==> src/rtl/glyph_plotter.sv <==
// Renders a latched 16x16 monochrome glyph into the 160x120 framebuffer,
// one registered write per cycle in row-major order, clipping off-screen pixels.
module glyph_plotter #(
    parameter int SCREEN_W = 160,
    parameter int SCREEN_H = 120
) (
    input  logic         clk,
    input  logic         reset,
    input  logic         start,
    input  logic [255:0] glyph_in,
    input  logic [7:0]   x_origin,
    input  logic [6:0]   y_origin,
    input  logic [2:0]   fg_colour,
    input  logic [2:0]   bg_colour,
    input  logic         transparent,
    output logic [7:0]   x,
    output logic [6:0]   y,
    output logic [2:0]   colour,
    output logic         plot,
    output logic         busy,
    output logic         done
);

    localparam logic [8:0] X_LIMIT = 9'(SCREEN_W);
    localparam logic [7:0] Y_LIMIT = 8'(SCREEN_H);

    typedef enum logic [1:0] {
        IDLE,
        DRAW,
        DONE
    } state_t;

    state_t       r_state;
    state_t       w_nextState;

    logic [255:0] r_glyph;
    logic [7:0]   r_xOrigin;
    logic [6:0]   r_yOrigin;
    logic [2:0]   r_fgColour;
    logic [2:0]   r_bgColour;
    logic         r_transparent;
    logic [7:0]   r_n;

    logic [7:0]   r_x;
    logic [6:0]   r_y;
    logic [2:0]   r_colour;
    logic         r_plot;
    logic         r_busy;
    logic         r_done;

    logic [8:0]   w_xSum;
    logic [7:0]   w_ySum;
    logic         w_inBounds;
    logic         w_bit;
    logic [7:0]   w_x;
    logic [6:0]   w_y;
    logic [2:0]   w_colour;
    logic         w_plot;
    logic         w_busy;
    logic         w_done;

    // Sums are one bit wider than the outputs so the clip test sees carries.
    assign w_xSum     = {1'b0, r_xOrigin} + {5'b0, r_n[3:0]};
    assign w_ySum     = {1'b0, r_yOrigin} + {4'b0, r_n[7:4]};
    assign w_inBounds = (w_xSum < X_LIMIT) && (w_ySum < Y_LIMIT);
    assign w_bit      = r_glyph[r_n];

    always_ff @(posedge clk) begin
        if (reset) begin
            r_state <= IDLE;
        end else begin
            r_state <= w_nextState;
        end
    end

    always_comb begin
        w_nextState = r_state;
        case (r_state)
            IDLE:    if (start) w_nextState = DRAW;
            DRAW:    if (r_n == 8'hFF) w_nextState = DONE;
            DONE:    w_nextState = IDLE;
            default: w_nextState = IDLE;
        endcase
    end

    always_comb begin
        w_x      = r_x;
        w_y      = r_y;
        w_colour = r_colour;
        w_plot   = 1'b0;
        w_busy   = (r_state != IDLE);
        w_done   = (r_state == DONE);
        if (r_state == DRAW) begin
            w_x      = w_xSum[7:0];
            w_y      = w_ySum[6:0];
            w_colour = w_bit ? r_fgColour : r_bgColour;
            w_plot   = w_inBounds && (w_bit || !r_transparent);
        end
    end

    // Glyph and colours are captured once so the caller may move on immediately.
    always_ff @(posedge clk) begin
        if (reset) begin
            r_glyph       <= '0;
            r_xOrigin     <= '0;
            r_yOrigin     <= '0;
            r_fgColour    <= '0;
            r_bgColour    <= '0;
            r_transparent <= 1'b0;
            r_n           <= '0;
        end else if (r_state == IDLE && start) begin
            r_glyph       <= glyph_in;
            r_xOrigin     <= x_origin;
            r_yOrigin     <= y_origin;
            r_fgColour    <= fg_colour;
            r_bgColour    <= bg_colour;
            r_transparent <= transparent;
            r_n           <= '0;
        end else if (r_state == DRAW) begin
            r_n <= r_n + 8'd1;
        end
    end

    always_ff @(posedge clk) begin
        if (reset) begin
            r_x      <= '0;
            r_y      <= '0;
            r_colour <= '0;
            r_plot   <= 1'b0;
            r_busy   <= 1'b0;
            r_done   <= 1'b0;
        end else begin
            r_x      <= w_x;
            r_y      <= w_y;
            r_colour <= w_colour;
            r_plot   <= w_plot;
            r_busy   <= w_busy;
            r_done   <= w_done;
        end
    end

    assign x      = r_x;
    assign y      = r_y;
    assign colour = r_colour;
    assign plot   = r_plot;
    assign busy   = r_busy;
    assign done   = r_done;

endmodule

==> config.mk <==
export PLATFORM = sky130hd
export DESIGN_NAME = glyph_plotter
export DESIGN_NICKNAME = d
export VERILOG_FILES = /design/src/rtl/glyph_plotter.sv
export SDC_FILE = /design/constraint.sdc
export NUM_CORES = 1
export LEC_CHECK = 0
export ABC_AREA = 1
export CAP_MARGIN = 20
export CELL_PAD_IN_SITES_DETAIL_PLACEMENT = 1
export CELL_PAD_IN_SITES_GLOBAL_PLACEMENT = 2
export CORE_ASPECT_RATIO = 1.1
export CORE_MARGIN = 2
export CORE_UTILIZATION = 25
export CTS_CLUSTER_SIZE = 16
export DETAILED_ROUTE_END_ITERATION = 16
export MAX_ROUTING_LAYER = met4
export PLACE_DENSITY = 0.8
export SYNTH_ARGS = -nofsm -noshare
export SYNTH_HDL_FRONTEND = slang
export SYNTH_SLANG_ARGS = --single-unit
==> constraint.sdc <==
create_clock -name clk -period 2.2 [get_ports clk]
set_input_delay 0.22 -clock clk [delete_from_list [all_inputs] [get_ports clk]]
set_output_delay 0.22 -clock clk [all_outputs]
set_load 0.02 [all_outputs]
Word-level counts from Yosys, hierarchy flattened
Cells that the tools add are included.
{ "word_totals": {"register_bits": 309, "input_bits": 281, "output_inout_bits": 21, "wordCells": 42} }
{ "classes": {"n_addsub": 3, "order_cmp": 3, "eq_ne": 5, "muxes": 6, "bitwise": 1, "reduce_logical": 10} }
{ "op_table": {"columns": ["op", "count"], "rows": [
  ["adder 8 x 4 -> 9 bit", 1],
  ["< comparator 8 x 9 -> 1 bit, second input constant", 1],
  ["< comparator 9 x 8 -> 1 bit, second input constant", 1],
  ["adder 7 x 4 -> 8 bit", 1],
  ["adder 8 x 1 -> 8 bit, second input constant", 1],
  ["binary-select mux 1 bit (select 8 bit)", 1],
  ["equality test 8 bit, second input constant", 1],
  ["< comparator 8 x 7 -> 1 bit, second input constant", 1],
  ["two-way mux 2 bit", 2],
  ["inequality test 2 bit, second input constant", 2],
  ["one-hot mux 2 bit (2 select lines)", 1],
  ["OR reduction 2 bit", 2],
  ["logical AND 1 bit", 3],
  ["two-way mux 3 bit", 1],
  ["equality test 2 x 1 -> 1 bit, second input constant", 1],
  ["equality test 2 bit, second input constant", 1],
  ["zero test 2 bit", 1],
  ["AND reduction 2 bit", 1],
  ["nonzero test 2 bit", 1],
  ["zero test 1 bit", 1],
  ["logical OR 1 bit", 1],
  ["two-way mux 1 bit", 1],
  ["NOT 1 bit", 1]
]} }

Depth between registers and ports, before layout
{ "logic_depth": {"depth_word": 4, "depth_mapped": 18, "mapped_depth_nobuf": 17} }

Worst setup path after synthesis
OpenSTA, ideal clock, no wires.
{ "synth_path": {"path_kind": "register to register", "from": "register r_n[1]", "to": "register r_plot (netlist: plot)", "setup_ns": 0.058, "t_arrival_ns": 1.954, "t_required_ns": 2.142, "path_slack_ns": 0.187, "stages_incl_launch_ff": 13, "n_path_buf": 2, "period_less_slack_ns": 2.013, "path_cell_list": "dfxtp_1 buf_4 inv_2 buf_2 fa_1 nor2_1 a211oi_1 nor3_1 xor2_1 nand2_1 nand2_1 o2111ai_1 inv_1"} }
{ "synth_via": {"elab_chain_len": 4, "word_cells_on_any_way": 7, "cone_classes": "add/sub (1); order compare (1); mux (2); reduce/logical (3)"} }
{ "synth_lines": {"columns": ["element", "line", "rtl"], "rows": [
  ["from (decl)", "42", "logic [7:0] r_n;"],
  ["from (signal assigned)", "120", "r_n <= r_n + 8'd1;"],
  ["adder 8 x 4 -> 9 bit or binary-select mux 1 bit (select 8 bit) (tied branches)", "63, 66", null],
  ["< comparator 9 x 8 -> 1 bit or two-way mux 1 bit (tied branches)", "65, 66", null],
  ["logical AND 1 bit or logical OR 1 bit (tied branches)", "65, 97", null],
  ["logical AND 1 bit (*)", "97", "w_plot = w_inBounds && (w_bit || !r_transparent);"],
  ["to (signal assigned)", "136", "r_plot <= w_plot;"],
  ["to (decl)", "47", "logic r_plot;"]
]} }
Mark *: on every way between the ends. The rest lies on a longest branch, timed or not. The select of a mux whose other input is x is not followed.
A chain may end at the register's enable or synchronous reset.

Worst setup path after layout
{ "layout_path": {"from": "register r_n[0]", "to": "register r_colour[1] (netlist: colour[1])"} }
{ "layout_via": {"elab_chain_len": 3} }
{ "layout_lines": {"columns": ["element", "line", "rtl"], "rows": [
  ["binary-select mux 1 bit (select 8 bit)", "66", "assign w_bit = r_glyph[r_n];"],
  ["two-way mux 1 bit (not written as such)", "66", null],
  ["two-way mux 3 bit", "96", "w_colour = w_bit ? r_fgColour : r_bgColour;"],
  ["to (signal assigned)", "135", "r_colour <= w_colour;"],
  ["to (decl)", "46", "logic [2:0] r_colour;"]
]} }
No other way between the ends. The select of a mux whose other input is x is not followed.

==> key figures <==
Clock tree
  – Clock buffer depth: 3
  – Total CTS buffers: 36
  – Htree depth: 2
  – Clock-pin transition on the worst setup and hold timing paths: 0.06 ns
  – Hold Buf Count CTS: 0
  – Root Driver: clkbuf_16
  – CTS tree: done
  – Clk sink count: 309
  – Worst-Skew Late Latency: 0.55 ns

Yosys
  – Synthesized Nets: around 2,200
  – Synth unique cells: 33
  – Ys Warns: 0
  – Seq/Total Area, Yosys: 0.448
  – Seq cells post-synth: 309
  – Post-synth EDFFs: 0
  – Synth top area share: 0.448
  – Syn avg cell area: 7.11 µm²
  – Prevailing post-synth register cell: dfxtp_1
  – Gate Count Post-Synth: 1,941
  – Syn Std Cell Area: approximately 14,000 µm²
  – Largest cells by area after synthesis: dfxtp_1, nand3_1, o21ai_0
  – Synth async-reset ratio: 0
  – Largest area contributor in the netlist: dfxtp_1

Worst setup path
  – Kind of critical path: flop to flop
  – Worst EP required: 2.68 ns
  – CP arrival: between 2 and 3 ns
  – CP Launch Type: flop
  – Crit-path max FO: 13
  – Worst setup EP type: flop

STA
  – Final hold violation count: 0
  – Min cycle time layout: 2.12 ns
  – Layout Skew: 0.0161 ns
  – Period utilization: 0.964
  – # setup viols final: 0
  – Slew @ Worst Pin: 0.526 ns
  – RSZ-0062 raised after global routing: yes
  – Max Freq: 0.471 GHz
  – Final number of max-transition violations: 0
  – Final worst slack: 0.0782 ns
  – Slew Limit Headroom: 0.649

Final layout
  – Fin cells: 2,978
  – Layout Nets: 2,507
  – Most frequent cells in the layout: inv_1, dfxtp_1, clkdlybuf4s50_1
  – Ratio of cells with drive above 1 in the final layout: 0.0776
  – P&R area growth vs syn: 42.2%
  – Number of diodes: 0
  – Leading cell type in the layout, fill and taps excluded: inv_1

Power
  – Clock power share: 0.425
  – Gate power share: 0.166
  – Sw power: 4040 µW
  – Sequential power share: 0.409
  – Peak VDD IR: 0.374 mV
  – Sw Ratio: 0.265
  – Pint: 11,200 µW
  – Pwr dens: roughly 780 nW/µm²
  – Leakage: 0.00819 µW

Route
  – Final WL: 55,000 µm
  – Antenna-violating nets left: 0
  – Total number of vias: 13,862
  – WL/cell: 18.5 µm
  – Drt drc: 0
  – Via-to-Cell Ratio: 4.65
  – DRT Pass-1 Iters: 5
  – Drt initial violations: 577

Worst hold path
  – Hold Path Class: primary input to flop

Floorplanning
  – Die ar.: 57,100 µm²
  – Die height: approximately 250 µm
  – Die W: between 200 and 250 µm
  – Starting Density: 0.252
  – I/O pin total: 302
  – Total core area: 54,700 µm²
  – Num rows: 90

Place
  – Port Buf Inserts: 301
  – RePlAce Congestion: 0.807
  – Post-DP HPWL: between 30,000 and 40,000 µm
  – Place WS: -0.00236 ns
  – Placed insts: 2,894

Global route
  – Vias in the first global route: roughly 15,000
  – First-pass GRT wire length: 82,000 µm
  – Initial antenna violation count: 0
  – Largest net degree at the start of global routing: 90
  – Total Routing Usage GR: 0.188
  – Grt ovf: 0

Flow run
  – Max-cap violations: 0

Outcome
  – Status: finished, final reports clean
## synthesized netlist by cell type, types with 3 or more instances
cell type / n
xor2_1: 7
nor2_1: 40
a21oi_1: 166
nor3b_1: 3
o21ai_0: 267
nand2_1: 274
dfxtp_1: 309
nand3_1: 279
nor3_1: 3
inv_2: 5
o211ai_1: 34
inv_1: 337
clkbuf_1: 97
nor4_1: 3
o22ai_1: 41
ha_1: 9
o21ai_1: 7
buf_6: 10
buf_1: 9
buf_2: 21
buf_4: 4
## layout make-up
| cell class | instances | area [µm²] |
|---|---|---|
| Sequential cell | 309 | 6190 |
| Inverter | 343 | 1310 |
| Clock inverter | 15 | 233 |
| Tap cell | 736 | 921 |
| Clock buffer | 50 | 1020 |
| Timing Repair Buffer | 378 | 4140 |
| Fill cell | 6604 | 35100 |
| Multi-Input combinational cell | 1147 | 5790 |
## per-layer routing
layer,track usage,up-vias,wire length [µm]
met5,-,-,0
met4,0.0588,0,1450
met3,0.0233,76,1770
met2,0.318,270,26900
met1,0.233,6660,25000
li1,-,6856,-
## logic make-up (layout without fill, tap and decap cells)
logic type               count (synthesis)  after routing  synth area share
AND/OR/NAND/NOR                        606            606             0.193
flip-flops                             309            309             0.448
AO/OA/AOI/OAI                          521            521             0.200
adder cells (fa/ha/maj)                 11             11            0.0111
buffers and inverters                  485            786             0.141
XOR/XNOR                                 9              9           0.00571
## final timing paths
kind,from,cells past startpoint,end,slack [ns]
min,transparent,3,r_transparent$_SDFFE_PP0P_,0.24
max reg2reg,r_n[0]$_SDFFE_PP0N_,16,colour[1]$_SDFFE_PP0N_,0.08
max,r_n[0]$_SDFFE_PP0N_,16,colour[1]$_SDFFE_PP0N_,0.08
min reg2reg,r_glyph[37]$_SDFFE_PP0P_,2,r_glyph[37]$_SDFFE_PP0P_,0.45
## flip-flops by register name, summed over array words and instances (netlist names), 2 cells and up
name	cells
r_glyph	256
r_n	8
r_xOrigin	8
x	8
r_yOrigin	7
y	7
colour	3
r_bgColour	3
r_fgColour	3
r_state	2
## per-stage QoR
step	cell area, µm²	setup TNS (ns)	hold slack [ns]	power [µW]	util
floorplan	13800	0	0.369	7550	-
global placement	17900	0	0.438	8650	0.326
detailed placement	17900	-0.00236	0.448	8720	0.326
CTS	19100	0	0.205	15300	0.349
global route	19600	-0.229	0.241	16000	0.359
finish	19600	0	0.238	15200	0.359
## power groups by stage
| stage | clock network [µW] | logic [µW] | registers (µW) |
|---|---|---|---|
| 2_1_floorplan | 0 | 1210 | 6340 |
| 3_3_place_gp | 0 | 2320 | 6330 |
| 3_5_place_dp | 0 | 2370 | 6350 |
| 4_1_cts | 6660 | 2390 | 6230 |
| 5_1_grt | 6880 | 2810 | 6270 |
| 6_report | 6460 | 2530 | 6230 |
## worst max-delay path, stage by stage, from the launching register on
cell	delay [ns]
dfxtp_4	0.37
buf_12	0.15
buf_6	0.13
clkbuf_16	0.17
o21ai_2	0.14
a21oi_1	0.07
nor2_1	0.14
nand2_2	0.08
nand3_2	0.09
nand2_2	0.10
nand2_1	0.07
nand2_1	0.06
inv_2	0.12
nand2_4	0.07
nand2_2	0.07
nand3_2	0.06
a21oi_2	0.15
## repair_timing
action,in CTS,in global routing
gates cloned,0,13
setup buffers,0,6
pin swaps,0,19
resized for setup,3,49
hold endpoints to repair,0,0
setup endpoints to repair,1,4
Note: power is estimated with default switching activity, not from simulation.
